==> src/rtl/bbus_pkg.sv <==
// Shared widths, FSM state encoding and request bundle for the bbus arbiter.
package bbus_pkg;

  localparam int unsigned ADDR_W     = 16;
  localparam int unsigned DATA_W     = 16;
  localparam int unsigned RD_LAT_MIN = 1;
  localparam int unsigned RD_LAT_MAX = 4;
  localparam int unsigned CNT_W      = $clog2(RD_LAT_MAX);

  typedef enum logic [1:0] {
    IDLE  = 2'd0,
    ISSUE = 2'd1,
    WAIT  = 2'd2,
    DONE  = 2'd3
  } state_e;

  typedef struct packed {
    logic              wr;
    logic [ADDR_W-1:0] addr;
    logic [DATA_W-1:0] wdata;
  } bus_req_t;

  function automatic bus_req_t pack_req(input logic              wr,
                                        input logic [ADDR_W-1:0] addr,
                                        input logic [DATA_W-1:0] wdata);
    bus_req_t r;
    r.wr    = wr;
    r.addr  = addr;
    r.wdata = wdata;
    return r;
  endfunction

endpackage

==> src/rtl/bbus_arbiter_if.sv <==
// Requester and register-bus signals of the arbiter; master is the arbiter's view.
interface bbus_arbiter_if;
  import bbus_pkg::*;

  logic              m0_req;
  logic              m1_req;
  logic              m0_wr;
  logic              m1_wr;
  logic [ADDR_W-1:0] m0_addr;
  logic [ADDR_W-1:0] m1_addr;
  logic [DATA_W-1:0] m0_wdata;
  logic [DATA_W-1:0] m1_wdata;
  logic              m0_ack;
  logic              m1_ack;
  logic [DATA_W-1:0] m0_rdata;
  logic [DATA_W-1:0] m1_rdata;

  logic [ADDR_W-1:0] baddr;
  logic [DATA_W-1:0] bwrdata;
  logic              bwr;
  logic              bstrobe;
  logic [DATA_W-1:0] brddata;
  logic              busy;
  logic              gnt_id;

  modport master (
    input  m0_req, m1_req, m0_wr, m1_wr, m0_addr, m1_addr, m0_wdata, m1_wdata,
    input  brddata,
    output m0_ack, m1_ack, m0_rdata, m1_rdata,
    output baddr, bwrdata, bwr, bstrobe, busy, gnt_id
  );

  modport slave (
    output m0_req, m1_req, m0_wr, m1_wr, m0_addr, m1_addr, m0_wdata, m1_wdata,
    output brddata,
    input  m0_ack, m1_ack, m0_rdata, m1_rdata,
    input  baddr, bwrdata, bwr, bstrobe, busy, gnt_id
  );

endinterface

==> src/rtl/bbus_rr_pick.sv <==
// Two-way round-robin winner: on a tie the requester not granted last wins.
module bbus_rr_pick (
  input  logic req0_i,
  input  logic req1_i,
  input  logic last_i,
  output logic valid_o,
  output logic pick_o
);

  always_comb begin
    valid_o = req0_i | req1_i;
    pick_o  = 1'b0;
    if (req0_i && req1_i) begin
      pick_o = ~last_i;
    end else if (req1_i) begin
      pick_o = 1'b1;
    end
  end

endmodule

==> src/rtl/bbus_arbiter.sv <==
// Two-requester register-bus arbiter: IDLE/ISSUE/WAIT/DONE, every output registered.
module bbus_arbiter
  import bbus_pkg::*;
#(
  parameter int unsigned RD_LAT = 1
) (
  input logic            clk,
  input logic            reset,
  bbus_arbiter_if.master bus
);

  localparam logic [CNT_W-1:0] WAIT_LOAD = CNT_W'(RD_LAT - 1);

  state_e            state_q, state_d;
  logic [CNT_W-1:0]  cnt_q, cnt_d;
  logic              last_gnt_q, last_gnt_d;
  logic              gnt_q, gnt_d;
  logic              strobe_q, strobe_d;
  logic              bwr_q, bwr_d;
  logic [ADDR_W-1:0] baddr_q, baddr_d;
  logic [DATA_W-1:0] bwrdata_q, bwrdata_d;
  logic              ack0_q, ack0_d;
  logic              ack1_q, ack1_d;
  logic [DATA_W-1:0] rdata0_q, rdata0_d;
  logic [DATA_W-1:0] rdata1_q, rdata1_d;
  logic              busy_q, busy_d;

  logic              pick_valid;
  logic              pick;
  bus_req_t          sel_req;

  bbus_rr_pick u_pick (
    .req0_i  (bus.m0_req),
    .req1_i  (bus.m1_req),
    .last_i  (last_gnt_q),
    .valid_o (pick_valid),
    .pick_o  (pick)
  );

  always_comb begin
    if (pick) begin
      sel_req = pack_req(bus.m1_wr, bus.m1_addr, bus.m1_wdata);
    end else begin
      sel_req = pack_req(bus.m0_wr, bus.m0_addr, bus.m0_wdata);
    end
  end

  // Outputs are computed one cycle ahead from the next state so they leave flops.
  always_comb begin
    state_d    = state_q;
    cnt_d      = cnt_q;
    last_gnt_d = last_gnt_q;
    gnt_d      = gnt_q;
    strobe_d   = 1'b0;
    bwr_d      = bwr_q;
    baddr_d    = baddr_q;
    bwrdata_d  = bwrdata_q;
    ack0_d     = 1'b0;
    ack1_d     = 1'b0;
    rdata0_d   = rdata0_q;
    rdata1_d   = rdata1_q;

    unique case (state_q)
      IDLE: begin
        if (pick_valid) begin
          bwr_d      = sel_req.wr;
          baddr_d    = sel_req.addr;
          bwrdata_d  = sel_req.wdata;
          gnt_d      = pick;
          last_gnt_d = pick;
          strobe_d   = 1'b1;
          state_d    = ISSUE;
        end
      end
      ISSUE: begin
        cnt_d   = WAIT_LOAD;
        state_d = WAIT;
      end
      WAIT: begin
        if (cnt_q == '0) begin
          if (!bwr_q) begin
            if (gnt_q) begin
              rdata1_d = bus.brddata;
            end else begin
              rdata0_d = bus.brddata;
            end
          end
          ack0_d  = ~gnt_q;
          ack1_d  = gnt_q;
          state_d = DONE;
        end else begin
          cnt_d = cnt_q - 1'b1;
        end
      end
      DONE: begin
        state_d = IDLE;
      end
      default: begin
        state_d = IDLE;
      end
    endcase

    busy_d = (state_d != IDLE);
  end

  always_ff @(posedge clk) begin
    if (reset) begin
      state_q    <= IDLE;
      cnt_q      <= '0;
      last_gnt_q <= 1'b1;
      gnt_q      <= 1'b0;
      strobe_q   <= 1'b0;
      bwr_q      <= 1'b0;
      baddr_q    <= '0;
      bwrdata_q  <= '0;
      ack0_q     <= 1'b0;
      ack1_q     <= 1'b0;
      rdata0_q   <= '0;
      rdata1_q   <= '0;
      busy_q     <= 1'b0;
    end else begin
      state_q    <= state_d;
      cnt_q      <= cnt_d;
      last_gnt_q <= last_gnt_d;
      gnt_q      <= gnt_d;
      strobe_q   <= strobe_d;
      bwr_q      <= bwr_d;
      baddr_q    <= baddr_d;
      bwrdata_q  <= bwrdata_d;
      ack0_q     <= ack0_d;
      ack1_q     <= ack1_d;
      rdata0_q   <= rdata0_d;
      rdata1_q   <= rdata1_d;
      busy_q     <= busy_d;
    end
  end

  assign bus.bstrobe  = strobe_q;
  assign bus.bwr      = bwr_q;
  assign bus.baddr    = baddr_q;
  assign bus.bwrdata  = bwrdata_q;
  assign bus.m0_ack   = ack0_q;
  assign bus.m1_ack   = ack1_q;
  assign bus.m0_rdata = rdata0_q;
  assign bus.m1_rdata = rdata1_q;
  assign bus.busy     = busy_q;
  assign bus.gnt_id   = gnt_q;

endmodule
==> src/flat_wrapper.sv <==
// flat-port wrapper written by rule: the top's interface ports become plain ports
module bbus_arbiter_flat import bbus_pkg::*;
#(
  parameter int unsigned RD_LAT = 1
)
  (clk, reset, bus_m0_req, bus_m1_req, bus_m0_wr, bus_m1_wr, bus_m0_addr, bus_m1_addr, bus_m0_wdata, bus_m1_wdata, bus_brddata, bus_m0_ack, bus_m1_ack, bus_m0_rdata, bus_m1_rdata, bus_baddr, bus_bwrdata, bus_bwr, bus_bstrobe, bus_busy, bus_gnt_id);
  bbus_arbiter_if bus_i ();
  input logic clk;
  input logic reset;
  input wire logic [$bits(bus_i.m0_req)-1:0] bus_m0_req;
  input wire logic [$bits(bus_i.m1_req)-1:0] bus_m1_req;
  input wire logic [$bits(bus_i.m0_wr)-1:0] bus_m0_wr;
  input wire logic [$bits(bus_i.m1_wr)-1:0] bus_m1_wr;
  input wire logic [$bits(bus_i.m0_addr)-1:0] bus_m0_addr;
  input wire logic [$bits(bus_i.m1_addr)-1:0] bus_m1_addr;
  input wire logic [$bits(bus_i.m0_wdata)-1:0] bus_m0_wdata;
  input wire logic [$bits(bus_i.m1_wdata)-1:0] bus_m1_wdata;
  input wire logic [$bits(bus_i.brddata)-1:0] bus_brddata;
  output wire logic [$bits(bus_i.m0_ack)-1:0] bus_m0_ack;
  output wire logic [$bits(bus_i.m1_ack)-1:0] bus_m1_ack;
  output wire logic [$bits(bus_i.m0_rdata)-1:0] bus_m0_rdata;
  output wire logic [$bits(bus_i.m1_rdata)-1:0] bus_m1_rdata;
  output wire logic [$bits(bus_i.baddr)-1:0] bus_baddr;
  output wire logic [$bits(bus_i.bwrdata)-1:0] bus_bwrdata;
  output wire logic [$bits(bus_i.bwr)-1:0] bus_bwr;
  output wire logic [$bits(bus_i.bstrobe)-1:0] bus_bstrobe;
  output wire logic [$bits(bus_i.busy)-1:0] bus_busy;
  output wire logic [$bits(bus_i.gnt_id)-1:0] bus_gnt_id;
  assign bus_i.m0_req = bus_m0_req;
  assign bus_i.m1_req = bus_m1_req;
  assign bus_i.m0_wr = bus_m0_wr;
  assign bus_i.m1_wr = bus_m1_wr;
  assign bus_i.m0_addr = bus_m0_addr;
  assign bus_i.m1_addr = bus_m1_addr;
  assign bus_i.m0_wdata = bus_m0_wdata;
  assign bus_i.m1_wdata = bus_m1_wdata;
  assign bus_i.brddata = bus_brddata;
  assign bus_m0_ack = bus_i.m0_ack;
  assign bus_m1_ack = bus_i.m1_ack;
  assign bus_m0_rdata = bus_i.m0_rdata;
  assign bus_m1_rdata = bus_i.m1_rdata;
  assign bus_baddr = bus_i.baddr;
  assign bus_bwrdata = bus_i.bwrdata;
  assign bus_bwr = bus_i.bwr;
  assign bus_bstrobe = bus_i.bstrobe;
  assign bus_busy = bus_i.busy;
  assign bus_gnt_id = bus_i.gnt_id;
  bbus_arbiter #(.RD_LAT(RD_LAT)) u_core (.clk(clk), .reset(reset), .bus(bus_i));
endmodule
==> config.mk <==
export PLATFORM = sky130hd
export DESIGN_NAME = bbus_arbiter_flat
export DESIGN_NICKNAME = d
export VERILOG_FILES = /design/src/rtl/bbus_pkg.sv /design/src/rtl/bbus_arbiter_if.sv /design/src/rtl/bbus_rr_pick.sv /design/src/rtl/bbus_arbiter.sv /design/src/flat_wrapper.sv
export SDC_FILE = /design/constraint.sdc
export NUM_CORES = 1
export LEC_CHECK = 0
export ABC_AREA = 1
export BUFFER_PORTS_ARGS = -buffer_cell sky130_fd_sc_hd__buf_2
export CAP_MARGIN = 10
export CORE_ASPECT_RATIO = 0.75
export CORE_MARGIN = 8
export CORE_UTILIZATION = 46
export CTS_CLUSTER_DIAMETER = 60
export DETAILED_ROUTE_END_ITERATION = 10
export PLACE_DENSITY_LB_ADDON = 0.2
export SLEW_MARGIN = 20
export SYNTH_ARGS = -nofsm -noshare
export SYNTH_HDL_FRONTEND = slang
export SYNTH_SLANG_ARGS = --single-unit
==> constraint.sdc <==
create_clock -name clk -period 3.6 [get_ports clk]
set_clock_uncertainty 0.05 [all_clocks]
set_input_delay 0.72 -clock clk [delete_from_list [all_inputs] [get_ports clk]]
set_output_delay 0.72 -clock clk [all_outputs]
set_load 0.01 [all_outputs]
==> results.md <==
* Setup CP Type: in2reg
* Crit-path max cell delay at roughly 0.7 ns
* Status: completed
* Vias in the first global route at between 3000 and 4000
* Worst-path clk slew at around 0.08 ns
* CTS buffer count at 9
* Required @ worst endpoint at ~3.8 ns
* H-Tree Depth at 3
* Worst hold path depth at 2
* Maximum VDD drop at 0.381 mV
* Worst R2R End: u_core.bus.bwrdata[0]
* Crit path DAT at approximately 2.1 ns
* Worst reg2reg startpoint: u_core.state_q[0]
* Clock sinks at 75
* CTS root buffer: clkbuf_8
* Final instance area at about 0.0047 mm²
* DP Area at ~0.0044 mm²
* Gpl congestion at approximately 0.79
* Final Cycle Share at a little over half
* Final wirelength at 10100 µm
* TritonCTS clock tree: done
* Vias at roughly 3600
* I/O Buffers at approximately 160
* First drt pass iteration count at 4
* Leakage at between 2 and 2.5 nW
* Placed wire-length estimate at around 7400 µm
* Most frequent cells in the layout: buf_2, nand2_1, nor2_1, dfxtp_1, inv_1
* Cell Chain, Critical Path: buf_2 -> clkinv_2 -> nand3_1 -> nand2_1
* Seq/Total Area, Yosys at between 40% and 50%
* Mapped Avg Cell Area at ~6.9 µm²
* FP Rows at 28
* #FFs+latches synth at 75
* Hold path endpoint: u_core.bus.m1_rdata[6]
* Compound-Gate Fraction of Synth Area at ~10%
* Fmax at 526 MHz
* Pin count of the biggest net entering global routing at a little under 70
* Share of cells above drive strength 1 at between 20% and 30%
* Max Root-Sink Buffers at 2
* Crit path buf inv count at 2
* Top-area cell type share of the netlist area at between 40% and 50%
* Global Route Usage Sum at 18.1%
* Synth Area in Simple Gates at 37.1%
* Core area at roughly 0.008 mm²
* Cts hold-fix bufs at 0
* Synth area leader: dfxtp_1
* Synth unique cells at 26
* Area Overhead vs Synth at 27.0%
* Worst-case reg-to-reg path depth at 7
* Fin. Hold Viols at 0
* DR WL/cell at about 13 µm
* Commonest non-fill, non-tap cell in the layout: buf_2
* Gate Count Post-Synth at 533
* Mux contribution to synthesized area at 0%
* Die width at ~120 µm
* Final ANT Viol Nets at 0
* PwrDens at just over 700 mW/mm²
* Fin Setup TNS at 0 ns
* Max_cap viols at 0
* CP Max Fanout at 68
* Ant diodes at 0
* Tot Pwr at between 3 and 4 mW
* Final Net Count at 760
* Unrepaired setup endpoints after global routing: false
* Startpoint Class: input port
* Cell family contributing the most delay on the critical path: buffers and inverters
* PostCTS Resize Cnt at 0
* Vias per Instance at roughly 4.7
* Xor and xnor area share after synthesis at 0%
* Initial Util at between 40 and 50%
* Clock Latency Late Sink at 0.34 ns
* Die Span Y at just over 90 µm
* Setup violations, final at 0
* Slew Limit Fails at 0
* Slew @ Worst Pin at 0.880 ns
* Worst min-delay path class: reg2reg
* Antenna violations before repair at 0
* Global-route wire length before repair at 16800 µm
* DR DRC count at 0
* Ys Warns at 0
* Hold_sp: u_core.bus.m1_rdata[6]
* Slowest cell on crit path: clkinv_2
* Final Core Density at about three fifths
* Post-CTS Setup Inserts at 0
* Gr ovfl total at 0
* Syn_nets at 624
* Die Area at 0.0111 mm²
* Final hold slack at between 0.4 and 0.5 ns
* Setup crit end kind: register
* Max-Slew Margin vs Limit at 41.3%
* Synth Cell Area at around 0.0037 mm²
* Synth top area cells: dfxtp_1, nand2_1, nor2_1
* 1st-iter DRT viols at between 150 and 200
* I/O Pins at about 160
* Largest family of logic cells by synthesized area: simple AND/OR/NAND/NOR gates
* Final min period at around 1.9 ns
* Register-to-register setup slack at 1.71 ns
* Synth Area in Adders at 1.70%
[worst min-delay path, stage by stage (launching register included)]
cell	delay (ns)
dfxtp_1	0.33
nor2_1	0.05
nor2_2	0.06
[layout make-up]
class | instances | area, µm²
clock buffers | 9 | 124
clock inverters | 7 | 146
fillers | 767 | 3140
inverters | 47 | 181
multi-input cells | 379 | 1800
flip-flops and latches | 75 | 1500
well taps | 105 | 131
repair buffers | 157 | 791
[registers in the layout, summed over array words and instances, names as in the netlist]
name / flops
u_core.bus.m0_rdata: 16
u_core.bus.baddr: 16
u_core.bus.bwr: 1
u_core.state_q: 2
u_core.bus.m0_ack: 1
u_core.bus.busy: 1
u_core.bus.m1_rdata: 16
u_core.bus.gnt_id: 1
u_core.cnt_q: 2
u_core.bus.bstrobe: 1
u_core.bus.bwrdata: 16
u_core.last_gnt_q: 1
u_core.bus.m1_ack: 1
[cell families after synthesis]
logic type / after synthesis
adders and majority gates: 5
and+or+nand+nor: 319
DFF: 75
buffers and inverters: 79
AOI/OAI and AO/OA: 55
[cells in the mapped netlist, drive strengths merged]
cell and count:
nor2 135, nand2 126, dfxtp 75, inv 46, nand3 38, a21boi 33, buf 24, o21ai 19
nand3b 17, clkbuf 8, ha 5, a21oi 3, nor3 3, clkinv 1
[power by group]
group | internal, mW | switching [mW]
Clock | 0.538 | 0.337
Sequential | 1.06 | 0.125
Combinational | 0.489 | 0.837
[through the flow]
step / setup WS, ns / instances
global placement: 1.43 / 763
CTS: 1.73 / 779
detailed placement: 1.38 / 763
global route: 1.49 / 779
finish: 1.70 / 779
floorplan: 2.11 / 533
[routing by layer]
metal / vias to the layer above / global-route usage [%] / wire [µm]
li1: 1917 / - / -
met1: 1642 / 19.8 / 4240
met2: 80 / 32.3 / 5010
met3: 6 / 6.98 / 764
met4: 0 / 5.04 / 66
met5: - / 0 / 0
[worst max-delay path by stage]
stage,start,to,slack [ns],cells after the start
2_1_floorplan,bus_m1_req,u_core.bus.baddr[15],2.11,5
3_3_place_gp,bus_m0_req,u_core.bus.bwrdata[5],1.43,5
3_5_place_dp,reset,u_core.bus.m0_rdata[9],1.38,4
4_1_cts,u_core.state_q[0],u_core.bus.baddr[0],1.73,7
5_1_grt,u_core.state_q[0],u_core.bus.baddr[0],1.49,7
6_report,reset,u_core.bus.busy,1.70,4
No activity file was read; power rests on OpenSTA's default activity.
